`src/rtl/rr_arb_mux_4_1_if.sv`:
```
// Bundle of the four requester words/handshakes and the single output stage handshake.
// valid/ready: a word moves on a rising edge where valid and ready are both 1; valid never waits on ready.
interface rr_arb_mux_4_1_if #(parameter int W = 4);
  logic [W-1:0] d0;
  logic [W-1:0] d1;
  logic [W-1:0] d2;
  logic [W-1:0] d3;
  logic [3:0]   req_valid;
  logic [3:0]   req_ready;
  logic [W-1:0] y;
  logic [1:0]   sel;
  logic         y_valid;
  logic         y_ready;

  modport master (
    output d0, d1, d2, d3, req_valid, y_ready,
    input  req_ready, y, sel, y_valid
  );

  modport slave (
    input  d0, d1, d2, d3, req_valid, y_ready,
    output req_ready, y, sel, y_valid
  );
endinterface

```
`src/rtl/rr_arb_mux_4_1.sv`:
```
// Round-robin 4:1 arbiter feeding one registered output stage; a drain and a new
// accept may happen in the same cycle, so a steady stream runs at one word per clock.
module rr_arb_mux_4_1 #(
  parameter int W = 4
) (
  input  logic                clk,
  input  logic                rst_n,
  rr_arb_mux_4_1_if.slave     bus,
  output logic                dbg_state,
  output logic [1:0]          dbg_ptr
);

  typedef enum logic {EMPTY = 1'b0, FULL = 1'b1} state_t;

  state_t       state_q, state_d;
  logic [W-1:0] y_q, y_d;
  logic [1:0]   sel_q, sel_d;
  logic [1:0]   ptr_q, ptr_d;

  logic         can_accept;
  logic         have_grant;
  logic         accept;
  logic [1:0]   g;
  logic [1:0]   idx;
  logic [W-1:0] word;

  // Search starts one past the last grant, so the last winner has lowest priority.
  always_comb begin
    have_grant = 1'b0;
    g          = 2'd0;
    idx        = 2'd0;
    for (int k = 1; k <= 4; k++) begin
      idx = ptr_q + 2'(k);
      if (!have_grant && bus.req_valid[idx]) begin
        have_grant = 1'b1;
        g          = idx;
      end
    end
  end

  always_comb begin
    word = bus.d0;
    case (g)
      2'd0: word = bus.d0;
      2'd1: word = bus.d1;
      2'd2: word = bus.d2;
      2'd3: word = bus.d3;
      default: word = bus.d0;
    endcase
  end

  assign can_accept    = (state_q == EMPTY) || bus.y_ready;
  assign accept        = rst_n && have_grant && can_accept;
  assign bus.req_ready = accept ? (4'b0001 << g) : 4'b0000;

  always_comb begin
    state_d = state_q;
    y_d     = y_q;
    sel_d   = sel_q;
    ptr_d   = ptr_q;
    case (state_q)
      EMPTY: begin
        if (accept) begin
          state_d = FULL;
          y_d     = word;
          sel_d   = g;
          ptr_d   = g;
        end
      end
      FULL: begin
        if (accept) begin
          y_d   = word;
          sel_d = g;
          ptr_d = g;
        end else if (bus.y_ready) begin
          state_d = EMPTY;
        end
      end
      default: state_d = EMPTY;
    endcase
  end

  always_ff @(posedge clk) begin
    if (!rst_n) begin
      state_q <= EMPTY;
      y_q     <= '0;
      sel_q   <= 2'd0;
      ptr_q   <= 2'd3;
    end else begin
      state_q <= state_d;
      y_q     <= y_d;
      sel_q   <= sel_d;
      ptr_q   <= ptr_d;
    end
  end

  assign bus.y       = y_q;
  assign bus.sel     = sel_q;
  assign bus.y_valid = (state_q == FULL);
  assign dbg_state   = state_q;
  assign dbg_ptr     = ptr_q;

endmodule

```
`src/flat_wrapper.sv`:
```
// flat-port wrapper written by rule: the top's interface ports become plain ports
module rr_arb_mux_4_1_flat 
#(
  parameter int W = 4
)
  (clk, rst_n, dbg_state, dbg_ptr, bus_d0, bus_d1, bus_d2, bus_d3, bus_req_valid, bus_y_ready, bus_req_ready, bus_y, bus_sel, bus_y_valid);
  rr_arb_mux_4_1_if #(.W(W)) bus_i ();
  input  logic clk;
  input  logic rst_n;
  output logic dbg_state;
  output logic [1:0] dbg_ptr;
  input wire logic [$bits(bus_i.d0)-1:0] bus_d0;
  input wire logic [$bits(bus_i.d1)-1:0] bus_d1;
  input wire logic [$bits(bus_i.d2)-1:0] bus_d2;
  input wire logic [$bits(bus_i.d3)-1:0] bus_d3;
  input wire logic [$bits(bus_i.req_valid)-1:0] bus_req_valid;
  input wire logic [$bits(bus_i.y_ready)-1:0] bus_y_ready;
  output wire logic [$bits(bus_i.req_ready)-1:0] bus_req_ready;
  output wire logic [$bits(bus_i.y)-1:0] bus_y;
  output wire logic [$bits(bus_i.sel)-1:0] bus_sel;
  output wire logic [$bits(bus_i.y_valid)-1:0] bus_y_valid;
  assign bus_i.d0 = bus_d0;
  assign bus_i.d1 = bus_d1;
  assign bus_i.d2 = bus_d2;
  assign bus_i.d3 = bus_d3;
  assign bus_i.req_valid = bus_req_valid;
  assign bus_i.y_ready = bus_y_ready;
  assign bus_req_ready = bus_i.req_ready;
  assign bus_y = bus_i.y;
  assign bus_sel = bus_i.sel;
  assign bus_y_valid = bus_i.y_valid;
  rr_arb_mux_4_1 #(.W(W)) u_core (.clk(clk), .rst_n(rst_n), .bus(bus_i), .dbg_state(dbg_state), .dbg_ptr(dbg_ptr));
endmodule
```
`config.mk`:
```
export PLATFORM = sky130hd
export DESIGN_NAME = rr_arb_mux_4_1_flat
export DESIGN_NICKNAME = d
export VERILOG_FILES = /design/src/rtl/rr_arb_mux_4_1_if.sv /design/src/rtl/rr_arb_mux_4_1.sv /design/src/flat_wrapper.sv
export SDC_FILE = /design/constraint.sdc
export NUM_CORES = 1
export LEC_CHECK = 0
export BUFFER_PORTS_ARGS = -buffer_cell sky130_fd_sc_hd__buf_2
export CAP_MARGIN = 20
export CORE_MARGIN = 2
export CORE_UTILIZATION = 35
export CTS_CLUSTER_SIZE = 20
export DETAILED_ROUTE_END_ITERATION = 7
export PLACE_DENSITY = 0.74
export SETUP_SLACK_MARGIN = 0.3
export SLEW_MARGIN = 25
export SYNTH_ARGS = -nofsm -noshare
export SYNTH_HDL_FRONTEND = slang
export SYNTH_SLANG_ARGS = --single-unit
```
`constraint.sdc`:
```
create_clock -name clk -period 1.5 [get_ports clk]
set_input_delay 0.15 -clock clk [delete_from_list [all_inputs] [get_ports clk]]
set_output_delay 0.15 -clock clk [all_outputs]
set_load 0.05 [all_outputs]
```
Yosys cells after proc, flatten, opt, wreduce, memory -nomap -nowiden. Index checks and enable logic that the tools add are counted.

Logic and storage cells: 50. Bits in registers: 9.

Muxes and demuxes: 24. Shift operators: 1. Equality and inequality tests: 3. Bitwise logic cells: 1. Add/sub/neg operators: 3. Reductions and logical operators: 10. Order comparisons: 4.

Operator list (count): $pmux 4 s4 (1); $lt 2x3->1 const B (4); $mux 1 (11); $mux 2 (5); $bmux 1 s2 (4); $mux 4 (2); $logic_and 1x1->1 (5); $add 2x2->2 const B (2); $eq 2x2->1 const B (2); $shl 1x2->4 const A (1); $logic_not 1->1 (3); $add 2x1->2 const B (1); $eq 2x1->1 const B (1); $logic_not 2->1 (1); $pmux 1 s2 (1); $logic_or 1x1->1 (1); $not 1->1 (1).

Depth between registers and ports, before layout. Gate-level depths: netlist of run 1.

Depth after elaboration: 17. Depth in mapped cells: 6. Mapped depth without buffers: 5.

Worst setup path before layout of run 1. Ideal clock, no wire load.

Kind: register -> output. Start point: reg u_core.ptr_q[1], in the netlist u_core.dbg_ptr[1]. End point: out bus_req_ready[2]. Data required time: 1350 ps. Path buffers: 0. Cell stages (with the launch flop): 5. Path slack: -837 ps. Data arrival time: 2187 ps. Cells stage by stage: dfxtp_1 -> nand2_1 -> a311o_2 -> or2_2 -> nor2_1.

Word-level cells in the longest chain between the ends: 16. Elaborated cells on any way between the ends: 29. Classes of those cells: add/sub (3); shift (1); mux (17); reduce/logical (8).

RTL lines: start, declared (line rr_arb_mux_4_1.sv:18) `logic [1:0] ptr_q, ptr_d;`; start signal, assigned (line rr_arb_mux_4_1.sv:93) `ptr_q <= ptr_d;`; $add 2x1->2 (line rr_arb_mux_4_1.sv:33) `idx = ptr_q + 2'(k);`; $bmux 1 s2 (line rr_arb_mux_4_1.sv:34) `if (!have_grant && bus.req_valid[idx]) begin`; $mux 1 (implied by the code) (line rr_arb_mux_4_1.sv:34); $mux 1 (line rr_arb_mux_4_1.sv:34); $logic_not 1->1 (line rr_arb_mux_4_1.sv:34); $logic_and 1x1->1 (line rr_arb_mux_4_1.sv:34); $mux 1 (line rr_arb_mux_4_1.sv:34); $logic_not 1->1 (line rr_arb_mux_4_1.sv:34); $logic_and 1x1->1 (line rr_arb_mux_4_1.sv:34); $mux 1 (line rr_arb_mux_4_1.sv:34); $logic_not 1->1 (line rr_arb_mux_4_1.sv:34); $logic_and 1x1->1 (line rr_arb_mux_4_1.sv:34); $mux 1 (line rr_arb_mux_4_1.sv:34); $logic_and 1x1->1 (2 in series) (line rr_arb_mux_4_1.sv:53) `assign accept = rst_n && have_grant && can_accept;`; $mux 4 (*) (line rr_arb_mux_4_1.sv:54) `assign bus.req_ready = accept ? (4'b0001 << g) : 4'b0000;`; end, declared (line flat_wrapper.sv:18) `output wire logic [$bits(bus_i.req_ready)-1:0] bus_req_ready;`.

Every way passes the cells marked *; elsewhere a longest branch is shown, timed or not. The select of a mux whose other input is x is not followed.

Worst setup path after layout of run 1. Same ends and word-level chain as after synthesis.

==> impl_metrics.xml, run 1 <==
<?xml version="1.0" encoding="UTF-8"?>
<metrics>
  <group name="outcome">
    <metric name="run_status" unit="">finished with violations</metric>
    <metric name="failed_checks" unit="">negative setup slack</metric>
  </group>
  <group name="setup_path">
    <metric name="crit_path_end_kind" unit="">primary output</metric>
    <metric name="worst_ep_arrival_time" unit="ps">1650</metric>
    <metric name="setup.worst_path.class" unit="">reg -&gt; out</metric>
    <metric name="max_stage_delay" unit="ps">370</metric>
    <metric name="critical-path-slowest-cell" unit="">dfxtp_4</metric>
    <metric name="critical_path.startpoint_type" unit="">flip-flop</metric>
    <metric name="worst_ep_required_time" unit="ps">1350</metric>
    <metric name="path_cells" unit="">nand3b_1 &gt; o31ai_2 &gt; a311o_2 &gt; or2_4 &gt; nor2_4 &gt; buf_6</metric>
    <metric name="critPathMaxFanout" unit="">7</metric>
  </group>
  <group name="timing">
    <metric name="setup_violations" unit="">7</metric>
    <metric name="timing.clock.skew" unit="ps">2.36</metric>
    <metric name="grt_setup_unrepaired" unit="">yes</metric>
    <metric name="worst_hold_slack" unit="ps">198</metric>
    <metric name="clock.fmax" unit="MHz">555</metric>
    <metric name="timing.slew.headroom" unit="">0.781</metric>
    <metric name="worst_pin_slew" unit="ps">329</metric>
    <metric name="final_worst_slack" unit="ps">-303</metric>
    <metric name="timing.final.crit_share" unit="">1.20</metric>
    <metric name="fin_crit_period" unit="ps">1800</metric>
    <metric name="final_hold_viol_count" unit="">0</metric>
    <metric name="final_max_slew_viol_count" unit="">0</metric>
  </group>
  <group name="finish">
    <metric name="nets" unit="">137</metric>
    <metric name="final_core_utilization" unit="">0.646</metric>
    <metric name="ant_diodes" unit="">0</metric>
    <metric name="fill_cell_total_of_the_finished_layout" unit="">130</metric>
    <metric name="final_layout_size_suffix_gt1_frac" unit="">0.619</metric>
    <metric name="synthToLayoutAreaGrowth" unit="%">75.9</metric>
    <metric name="area_occupied_by_multi_input_gates" unit="µm²">388</metric>
    <metric name="sequential_cell_area" unit="µm²">191</metric>
  </group>
  <group name="synthesis">
    <metric name="share_of_the_yosys_chip_area_belonging_to_registers" unit="">0.333</metric>
    <metric name="synth-compound-area-share" unit="">0.208</metric>
    <metric name="synthAdderAreaFrac" unit="">0</metric>
    <metric name="synth_top_family_by_area" unit="">simple AND/OR/NAND/NOR gates</metric>
    <metric name="syn-mean-instance-area" unit="µm²">8.45</metric>
    <metric name="mappedNetlistArea" unit="µm²">541</metric>
    <metric name="ys_ff_latch" unit="">9</metric>
    <metric name="synth_fp_nets" unit="">87</metric>
    <metric name="ys.warnings.count" unit="">0</metric>
    <metric name="yosys.area_share.xor_xnor" unit="">0</metric>
    <metric name="synth-simple-area-share" unit="">0.222</metric>
    <metric name="netlist-cell-type-count" unit="">24</metric>
    <metric name="synthCells" unit="">64</metric>
    <metric name="synth.mux.area_fraction" unit="">0.167</metric>
  </group>
  <group name="global_routing">
    <metric name="first_pass_grt_wire_length" unit="µm">2540</metric>
    <metric name="grt_start_max_net_pins" unit="">10</metric>
    <metric name="grt_overflow_total" unit="">0</metric>
    <metric name="track_usage" unit="">0.184</metric>
    <metric name="first_global_vias" unit="">604</metric>
    <metric name="antenna_found_initial" unit="">0</metric>
  </group>
  <group name="drt">
    <metric name="wl_per_cell" unit="µm">12.7</metric>
    <metric name="routed_via_density" unit="">5.19</metric>
    <metric name="top_signal_layer_used" unit="">met4</metric>
    <metric name="detailroute.wirelength.met2" unit="µm">790</metric>
    <metric name="totalWireLength" unit="µm">1640</metric>
    <metric name="initialDrtViolationCount" unit="">14</metric>
    <metric name="drt.antenna.violating_nets" unit="">0</metric>
    <metric name="total_length_of_routed_met3_wires" unit="µm">135</metric>
    <metric name="remaining_drc_errors" unit="">0</metric>
    <metric name="detailedRoute.firstPassIterationCount" unit="">4</metric>
    <metric name="wl_met1" unit="µm">701</metric>
    <metric name="routed-via-count" unit="">669</metric>
  </group>
  <group name="die">
    <metric name="initial_core_util" unit="">0.367</metric>
    <metric name="fp-row-count" unit="">14</metric>
    <metric name="design.die.area" unit="µm²">1870</metric>
    <metric name="die-width" unit="µm">43.3</metric>
    <metric name="chipHeight" unit="µm">43.3</metric>
    <metric name="design.portCount" unit="">37</metric>
    <metric name="core-area" unit="µm²">1470</metric>
  </group>
  <group name="place">
    <metric name="hpwlAfterDp" unit="µm">1170</metric>
    <metric name="place_congestion" unit="">0.791</metric>
    <metric name="port_buffers" unit="">36</metric>
  </group>
  <group name="min_path">
    <metric name="worstHoldPathType" unit="">in -&gt; reg</metric>
  </group>
  <group name="pwr">
    <metric name="p_leak" unit="nW">0.491</metric>
    <metric name="power_density_over_cell_area" unit="nW/µm²">1090</metric>
    <metric name="max-vdd-ir-drop" unit="mV">0.675</metric>
  </group>
  <group name="clocking">
    <metric name="cts-buffers-inserted" unit="">3</metric>
    <metric name="clock_tree.htree_level_count" unit="">1</metric>
    <metric name="cts_num_sinks" unit="">9</metric>
    <metric name="tritoncts_clock_tree" unit="">yes</metric>
    <metric name="clk_pin_slew_worst_paths" unit="ps">60</metric>
    <metric name="clockBufferDepth" unit="">2</metric>
    <metric name="clock_latency" unit="ps">260</metric>
    <metric name="clk_root_buffer_cell" unit="">clkbuf_4</metric>
  </group>
  <group name="flow_run">
    <metric name="maxCapViolations" unit="">0</metric>
  </group>
</metrics>
per-stage QoR:
| stage | setup slack [ps] | total power, mW | std cells | area (µm²) | TNS, ps |
|---|---|---|---|---|---|
| 2_1_floorplan | -116 | 0.648 | 64 | 582 | -208 |
| 3_3_place_gp | -74.5 | 0.769 | 121 | 823 | -173 |
| 3_5_place_dp | -91.7 | 0.775 | 121 | 823 | -259 |
| 4_1_cts | -293 | 1.03 | 128 | 935 | -1110 |
| 5_1_grt | -370 | 1.09 | 129 | 951 | -1770 |
| 6_report | -303 | 1.04 | 129 | 951 | -1190 |
layout make-up:
class                   count  area share
well taps                  16      0.0211
clock buffers               4      0.0276
multi-input cells          48       0.408
flip-flops and latches      9       0.201
inverters                   3      0.0118
repair buffers             49       0.330
flip-flops by register name, indices dropped and copies added (netlist names):
register            flops
u_core.bus.sel          2
u_core.dbg_ptr          2
u_core.bus.y            4
u_core.bus.y_valid      1
cells in the final DEF, fill, tap and decap left out, drive strengths merged, types with 2 or more instances in the layout:
cell type,n
a21oi,3
and3,3
buf,49
clkbuf,4
dfxtp,9
inv,3
mux2i,9
nand2,6
nand2b,2
nand3,5
nor2,5
o221ai,4
or2,2
path summary, 6_finish.rpt:
path                                                      from                              to  slack [ps]  depth (start not counted)
worst max-delay path            u_core.dbg_ptr[1]$_SDFFE_PN1P_                bus_req_ready[2]        -300                          6
worst min register to register  u_core.bus.sel[1]$_SDFFE_PN0P_  u_core.bus.sel[1]$_SDFFE_PN0P_         480                          2
worst min-delay path                                 bus_d2[2]    u_core.bus.y[2]$_SDFFE_PN0P_         200                          3
worst max register to register  u_core.dbg_ptr[1]$_SDFFE_PN1P_    u_core.bus.y[3]$_SDFFE_PN0P_         -50                          7
where the power goes:
part | internal, mW | switching [mW] | total, mW
Combinational | 0.221 | 0.328 | 0.549
Sequential | 0.277 | 0.0238 | 0.301
Clock | 0.102 | 0.0838 | 0.186
Total | 0.601 | 0.435 | 1.04
timing repair:
item,4_1_cts,5_1_grt
hold buffers,0,0
setup buffers,3,1
setup endpoints to repair,12,12
gates resized for setup,17,2
pin swaps,6,0
critical path, delay by kind of cell, from the launching register on:
family          cells  cell delay (ps)
simple gates        3              480
compound gates      2              400
buf+inv             1              150
flops               1              370
per-layer routing:
layer	track usage	vias up
met5	0	-
met4	0.0727	0
li1	-	331
met1	0.237	298
met2	0.290	38
met3	0.0511	2
cells in the mapped netlist (all sizes together):
| master | instances | share of area |
|---|---|---|
| dfxtp | 9 | 0.33 |
| mux2i | 9 | 0.17 |
| nand2 | 6 | 0.042 |
| nand3 | 5 | 0.046 |
| nor2 | 5 | 0.035 |
| o221ai | 4 | 0.065 |
| a21oi | 3 | 0.028 |
| and3 | 3 | 0.039 |
| inv | 3 | 0.021 |
| buf | 2 | 0.035 |
| clkbuf | 2 | 0.014 |
| nand2b | 2 | 0.023 |
| or2 | 2 | 0.023 |
| a21bo | 1 | 0.019 |
| a2bb2oi | 1 | 0.016 |
| a311o | 1 | 0.021 |
| a31oi | 1 | 0.012 |
| nand3b | 1 | 0.014 |
| o21a | 1 | 0.014 |
| o21ai | 1 | 0.0093 |
| o22ai | 1 | 0.012 |
| o31ai | 1 | 0.014 |
cell families (layout without fill, tap and decap cells):
group	Yosys count	after routing
buf+inv	7	56
mux	9	9
compound gates	15	15
flops	9	9
simple gates	24	24
Note: power is estimated with default switching activity, not from simulation.
==> inputs of run 2 (changes only) <==
- SETUP_SLACK_MARGIN: 0.3 -> default
==> run 2 against run 1 <==
- sequential power hardly changed
- utilization decreased by 2.9 points
- clock power hardly changed
- first-iteration DRC count fell by 64%
- critical path type unchanged
- largest cell class unchanged
- final cell count decreased by 2.3%
- via count fell by 1.3%
- power fell by 2.5%
- combinational power down 4.6%
- the flow still finishes with violations (negative setup slack)
- sequential share of layout area is 0.67 points higher
- maximum frequency up 1.4%
==> impl_metrics.xml, run 2 (synthesis gave the netlist of run 1 again) <==
<?xml version="1.0" encoding="UTF-8"?>
<metrics>
  <group name="timing">
    <metric name="timing.slew.headroom" unit="">0.840</metric>
    <metric name="worst_hold_slack" unit="ps">197</metric>
    <metric name="grt_setup_unrepaired" unit="">yes</metric>
    <metric name="totalNegativeSetupSlack" unit="ps">-1140</metric>
    <metric name="final_max_slew_viol_count" unit="">0</metric>
    <metric name="clock.fmax" unit="MHz">562</metric>
    <metric name="timing.clock.skew" unit="ps">7.63</metric>
    <metric name="final_hold_viol_count" unit="">0</metric>
    <metric name="final_worst_slack" unit="ps">-278</metric>
    <metric name="fin_crit_period" unit="ps">1780</metric>
    <metric name="setup_violations" unit="">8</metric>
    <metric name="timing.final.crit_share" unit="">1.19</metric>
    <metric name="worst_pin_slew" unit="ps">240</metric>
  </group>
  <group name="global_routing">
    <metric name="first_global_vias" unit="">594</metric>
    <metric name="first_pass_grt_wire_length" unit="µm">2370</metric>
    <metric name="grt_start_max_net_pins" unit="">10</metric>
    <metric name="grt_overflow_total" unit="">0</metric>
    <metric name="antenna_found_initial" unit="">0</metric>
    <metric name="track_usage" unit="">0.168</metric>
  </group>
  <group name="setup_path">
    <metric name="rr_worst_depth" unit="">7</metric>
    <metric name="reg2reg_to" unit="">u_core.bus.y[2]$_SDFFE_PN0P_</metric>
    <metric name="critPathMaxFanout" unit="">5</metric>
    <metric name="setup.worst_path.class" unit="">reg -&gt; out</metric>
    <metric name="critical_path.startpoint_type" unit="">flip-flop</metric>
    <metric name="worst_ep_required_time" unit="ps">1350</metric>
    <metric name="worst_ep_arrival_time" unit="ps">1630</metric>
    <metric name="ff2ff_setup_slack" unit="ps">-60</metric>
    <metric name="crit_path_end_kind" unit="">primary output</metric>
    <metric name="reg2reg_from" unit="">u_core.dbg_ptr[1]$_SDFFE_PN1P_</metric>
  </group>
  <group name="flow_run">
    <metric name="maxCapViolations" unit="">0</metric>
  </group>
  <group name="clocking">
    <metric name="clk_pin_slew_worst_paths" unit="ps">70</metric>
    <metric name="clock_tree.htree_level_count" unit="">1</metric>
    <metric name="clockBufferDepth" unit="">2</metric>
    <metric name="clock_latency" unit="ps">260</metric>
    <metric name="cts-buffers-inserted" unit="">3</metric>
    <metric name="tritoncts_clock_tree" unit="">yes</metric>
    <metric name="clk_root_buffer_cell" unit="">clkbuf_4</metric>
    <metric name="ctsHoldBuffers" unit="">0</metric>
    <metric name="cts_num_sinks" unit="">9</metric>
  </group>
  <group name="place">
    <metric name="hpwlAfterDp" unit="µm">1080</metric>
    <metric name="port_buffers" unit="">36</metric>
    <metric name="place_congestion" unit="">0.874</metric>
    <metric name="place_inst" unit="">119</metric>
    <metric name="placed_area" unit="µm²">801</metric>
    <metric name="dp_slack" unit="ps">-102</metric>
  </group>
  <group name="finish">
    <metric name="nets" unit="">134</metric>
    <metric name="most-common-layout-cells" unit="">buf_2, buf_4, mux2i_1, dfxtp_1</metric>
    <metric name="postLayoutCellArea" unit="µm²">908</metric>
    <metric name="finish.cell_count_without_fillers" unit="">126</metric>
    <metric name="synthToLayoutAreaGrowth" unit="%">68.1</metric>
    <metric name="max_ffs_per_register" unit="">4</metric>
    <metric name="fill_cell_total_of_the_finished_layout" unit="">129</metric>
    <metric name="ant_diodes" unit="">0</metric>
    <metric name="mostFrequentLayoutCell" unit="">buf_2</metric>
    <metric name="final_core_utilization" unit="">0.617</metric>
    <metric name="final_layout_size_suffix_gt1_frac" unit="">0.600</metric>
  </group>
  <group name="pwr">
    <metric name="finalPower" unit="mW">1.01</metric>
    <metric name="max-vdd-ir-drop" unit="mV">0.740</metric>
    <metric name="p_leak" unit="nW">0.457</metric>
    <metric name="power_density_over_cell_area" unit="nW/µm²">1110</metric>
  </group>
  <group name="die">
    <metric name="initial_core_util" unit="">0.367</metric>
    <metric name="fp-row-count" unit="">14</metric>
    <metric name="chipHeight" unit="µm">43.3</metric>
    <metric name="design.die.area" unit="µm²">1870</metric>
    <metric name="core-area" unit="µm²">1470</metric>
    <metric name="design.portCount" unit="">37</metric>
    <metric name="die-width" unit="µm">43.3</metric>
  </group>
  <group name="drt">
    <metric name="remaining_drc_errors" unit="">0</metric>
    <metric name="routed_via_density" unit="">5.24</metric>
    <metric name="drt.antenna.violating_nets" unit="">0</metric>
    <metric name="detailedRoute.firstPassIterationCount" unit="">4</metric>
    <metric name="totalWireLength" unit="µm">1490</metric>
    <metric name="wl_per_cell" unit="µm">11.8</metric>
    <metric name="routed-via-count" unit="">660</metric>
    <metric name="initialDrtViolationCount" unit="">5</metric>
  </group>
  <group name="min_path">
    <metric name="worstHoldPathType" unit="">in -&gt; reg</metric>
    <metric name="worstHoldEndpoint" unit="">u_core.bus.y[3]$_SDFFE_PN0P_</metric>
    <metric name="hold-path-cell-count" unit="">3</metric>
    <metric name="hp-start" unit="">bus_d3[3]</metric>
  </group>
  <group name="outcome">
    <metric name="failed_checks" unit="">negative setup slack</metric>
    <metric name="run_status" unit="">finished with violations</metric>
  </group>
</metrics>
[run 2: cell types whose count changed in the layout (fill, tap and decap cells not counted), moves of 2 or more]
cell | previous run | this run
buf_6 | 7 | 4
mux2i_1 | 9 | 6
mux2i_2 | 0 | 3
a21oi_1 | 0 | 2
a21oi_2 | 3 | 1
[run 2: worst max-delay path by stage]
| stage | startpoint | to | slack (ps) | cells past startpoint |
|---|---|---|---|---|
| 4_1_cts | u_core.dbg_ptr[1]$_SDFFE_PN1P_ | bus_req_ready[2] | -280 | 6 |
| 3_3_place_gp | u_core.dbg_ptr[1]$_SDFFE_PN1P_ | bus_req_ready[2] | -70 | 6 |
| 5_1_grt | u_core.dbg_ptr[1]$_SDFFE_PN1P_ | bus_req_ready[2] | -340 | 6 |
| 2_1_floorplan | u_core.dbg_ptr[1]$_SDFFE_PN1P_ | bus_req_ready[2] | -120 | 4 |
| 3_5_place_dp | u_core.dbg_ptr[1]$_SDFFE_PN1P_ | bus_req_ready[2] | -100 | 6 |
| 6_report | u_core.dbg_ptr[1]$_SDFFE_PN1P_ | bus_req_ready[2] | -280 | 6 |
[run 2: cell type report]
type / count / area (µm²) / area share
Clock buffer: 4 / 26.3 / 0.0289
Tap cell: 16 / 20.0 / 0.0220
Timing Repair Buffer: 46 / 288 / 0.317
Inverter: 3 / 11.3 / 0.0124
Multi-Input combinational cell: 48 / 374 / 0.412
Sequential cell: 9 / 189 / 0.208
[run 2: critical path, cell delays in order (launching register included)]
cell      delay (ps)
dfxtp_4          350
nand3b_1          80
o31ai_1           70
a311o_2          340
or2_4            270
nor2_4           110
buf_6            150
[run 2: what timing repair did]
| action | CTS | global route |
|---|---|---|
| pin swaps | 2 | 2 |
| gates resized for setup | 11 | 6 |
| setup buffers | 3 | 1 |
| cloned | 0 | 0 |
| setup endpoints to repair | 5 | 9 |
[run 2: where the power goes]
group / switching, mW / leakage (nW) / internal (mW)
sequential: 0.0203 / 0.0753 / 0.278
clock: 0.0857 / 0.0150 / 0.102
combinational: 0.314 / 0.367 / 0.209
[run 2: routing by layer]
layer / global-route usage / share of wire / vias to the layer above
met1: 0.211 / 0.43 / 289
met5: 0 / 0 / -
met2: 0.266 / 0.46 / 40
li1: - / - / 327
met3: 0.0426 / 0.093 / 4
met4: 0.0788 / 0.013 / 0
==> inputs of run 3 (changes only) <==
- CORE_UTILIZATION: 35 -> 30
- PLACE_DENSITY: 0.74 -> 0.66
==> run 3 against run 2 <==
- the run still ends with negative setup slack left
- power fell by 1.3%
- setup slack improved by 28 ps
- maximum frequency rose by 1.6%
- first-iteration DRC count rose by 100%
- critical endpoint is now bus_req_ready[3]
==> impl_metrics.xml, run 3 (synthesis gave the netlist of run 1 again) <==
<?xml version="1.0" encoding="UTF-8"?>
<metrics>
  <group name="global_routing">
    <metric name="first_pass_grt_wire_length" unit="µm">2450</metric>
    <metric name="first_global_vias" unit="">610</metric>
    <metric name="grt_overflow_total" unit="">0</metric>
    <metric name="grt_start_max_net_pins" unit="">10</metric>
    <metric name="antenna_found_initial" unit="">0</metric>
    <metric name="track_usage" unit="">0.161</metric>
  </group>
  <group name="die">
    <metric name="fp-row-count" unit="">15</metric>
    <metric name="die-width" unit="µm">46.4</metric>
    <metric name="chipHeight" unit="µm">46.4</metric>
    <metric name="design.die.area" unit="µm²">2160</metric>
    <metric name="initial_core_util" unit="">0.316</metric>
    <metric name="core-area" unit="µm²">1710</metric>
    <metric name="design.portCount" unit="">37</metric>
  </group>
  <group name="timing">
    <metric name="worst_pin_slew" unit="ps">255</metric>
    <metric name="final_max_slew_viol_count" unit="">0</metric>
    <metric name="timing.clock.skew" unit="ps">0.582</metric>
    <metric name="final_worst_slack" unit="ps">-250</metric>
    <metric name="fin_crit_period" unit="ps">1750</metric>
    <metric name="clock.fmax" unit="MHz">571</metric>
    <metric name="final_hold_viol_count" unit="">0</metric>
    <metric name="timing.final.crit_share" unit="">1.17</metric>
    <metric name="worst_hold_slack" unit="ps">191</metric>
    <metric name="setup_violations" unit="">6</metric>
    <metric name="grt_setup_unrepaired" unit="">yes</metric>
    <metric name="timing.slew.headroom" unit="">0.831</metric>
  </group>
  <group name="setup_path">
    <metric name="worst_ep_required_time" unit="ps">1350</metric>
    <metric name="crit_path_end_kind" unit="">primary output</metric>
    <metric name="setup.worst_path.class" unit="">reg -&gt; out</metric>
    <metric name="critical_path.startpoint_type" unit="">flip-flop</metric>
    <metric name="worst_ep_arrival_time" unit="ps">1600</metric>
    <metric name="critPathMaxFanout" unit="">6</metric>
  </group>
  <group name="drt">
    <metric name="routed-via-count" unit="">628</metric>
    <metric name="detailedRoute.firstPassIterationCount" unit="">4</metric>
    <metric name="routed_via_density" unit="">4.58</metric>
    <metric name="initialDrtViolationCount" unit="">10</metric>
    <metric name="drt.antenna.violating_nets" unit="">0</metric>
    <metric name="totalWireLength" unit="µm">1470</metric>
    <metric name="remaining_drc_errors" unit="">0</metric>
    <metric name="wl_per_cell" unit="µm">10.8</metric>
  </group>
  <group name="clocking">
    <metric name="clock_tree.htree_level_count" unit="">1</metric>
    <metric name="clk_root_buffer_cell" unit="">clkbuf_4</metric>
    <metric name="clk_pin_slew_worst_paths" unit="ps">60</metric>
    <metric name="cts-buffers-inserted" unit="">3</metric>
    <metric name="clock_latency" unit="ps">260</metric>
    <metric name="post_cts.repair.setup_buffers" unit="">0</metric>
    <metric name="ctsHoldBuffers" unit="">0</metric>
    <metric name="clockBufferDepth" unit="">2</metric>
    <metric name="cts_num_sinks" unit="">9</metric>
    <metric name="tritoncts_clock_tree" unit="">yes</metric>
  </group>
  <group name="finish">
    <metric name="final_core_utilization" unit="">0.541</metric>
    <metric name="synthToLayoutAreaGrowth" unit="%">70.8</metric>
    <metric name="most-common-layout-cells" unit="">buf_2, buf_4, mux2i_1, dfxtp_1, nand3_1</metric>
    <metric name="fill_cell_total_of_the_finished_layout" unit="">168</metric>
    <metric name="final_layout_size_suffix_gt1_frac" unit="">0.589</metric>
    <metric name="ant_diodes" unit="">0</metric>
    <metric name="nets" unit="">136</metric>
    <metric name="max_ffs_per_register" unit="">4</metric>
    <metric name="mostFrequentLayoutCell" unit="">buf_2</metric>
  </group>
  <group name="flow_run">
    <metric name="maxCapViolations" unit="">0</metric>
  </group>
  <group name="place">
    <metric name="place_congestion" unit="">0.734</metric>
    <metric name="hpwlAfterDp" unit="µm">1210</metric>
    <metric name="dp_slack" unit="ps">-78.4</metric>
    <metric name="port_buffers" unit="">36</metric>
  </group>
  <group name="outcome">
    <metric name="failed_checks" unit="">negative setup slack</metric>
    <metric name="run_status" unit="">finished with violations</metric>
  </group>
  <group name="pwr">
    <metric name="max-vdd-ir-drop" unit="mV">0.757</metric>
    <metric name="power_density_over_cell_area" unit="nW/µm²">1080</metric>
    <metric name="p_leak" unit="nW">0.474</metric>
  </group>
  <group name="min_path">
    <metric name="worstHoldPathType" unit="">in -&gt; reg</metric>
  </group>
</metrics>
run 3: worst max-delay path, stage by stage, from the launching register on:
cell and delay, ps:
dfxtp_4 360, nand3b_1 80, o31ai_1 60, a311o_2 320, or2_4 260, nor2_4 100, buf_8 150
run 3: routing by layer:
metal / vias up / wire length, µm / track usage
li1: 330 / - / -
met1: 275 / 629 / 0.201
met2: 23 / 754 / 0.264
met3: 0 / 90 / 0.0588
met4: 0 / 0 / 0.0343
met5: - / 0 / 0
run 3: area by class of cell:
class	count	area (µm²)	share of cell area
multi-input cells	48	363	0.393
repair buffers	48	303	0.328
flip-flops and latches	9	189	0.205
well taps	25	31.3	0.0339
clock buffers	4	26.3	0.0285
inverters	3	11.3	0.0122
run 3: timing repair:
| action | in CTS | in global routing |
|---|---|---|
| pin swaps | 2 | 1 |
| cloned | 0 | 0 |
| endpoints found under the setup margin | 6 | 8 |
| resized for setup | 8 | 6 |
| endpoints found under the hold margin | 0 | 0 |
run 3: path summary, 6_finish.rpt:
check,from,end,slack (ps),depth (start not counted)
max reg2reg,u_core.dbg_ptr[1]$_SDFFE_PN1P_,u_core.bus.y[2]$_SDFFE_PN0P_,-40,7
min reg2reg,u_core.bus.sel[1]$_SDFFE_PN0P_,u_core.bus.sel[1]$_SDFFE_PN0P_,460,2
min,bus_d2[2],u_core.bus.y[2]$_SDFFE_PN0P_,190,3
max,u_core.dbg_ptr[1]$_SDFFE_PN1P_,bus_req_ready[3],-250,6
run 3: through the flow:
stage	cells	total power, mW	cell area (µm²)	TNS, ps
2_1_floorplan	64	0.645	574	-208
3_3_place_gp	133	0.778	850	-217
3_5_place_dp	133	0.784	850	-291
4_1_cts	137	0.993	901	-1200
5_1_grt	137	1.06	923	-1600
6_report	137	0.997	923	-1030
run 3: report_power, final:
part	internal, mW	leakage [nW]	switching (mW)
Combinational	0.200	0.384	0.307
Sequential	0.278	0.0753	0.0221
Clock	0.103	0.0150	0.0866
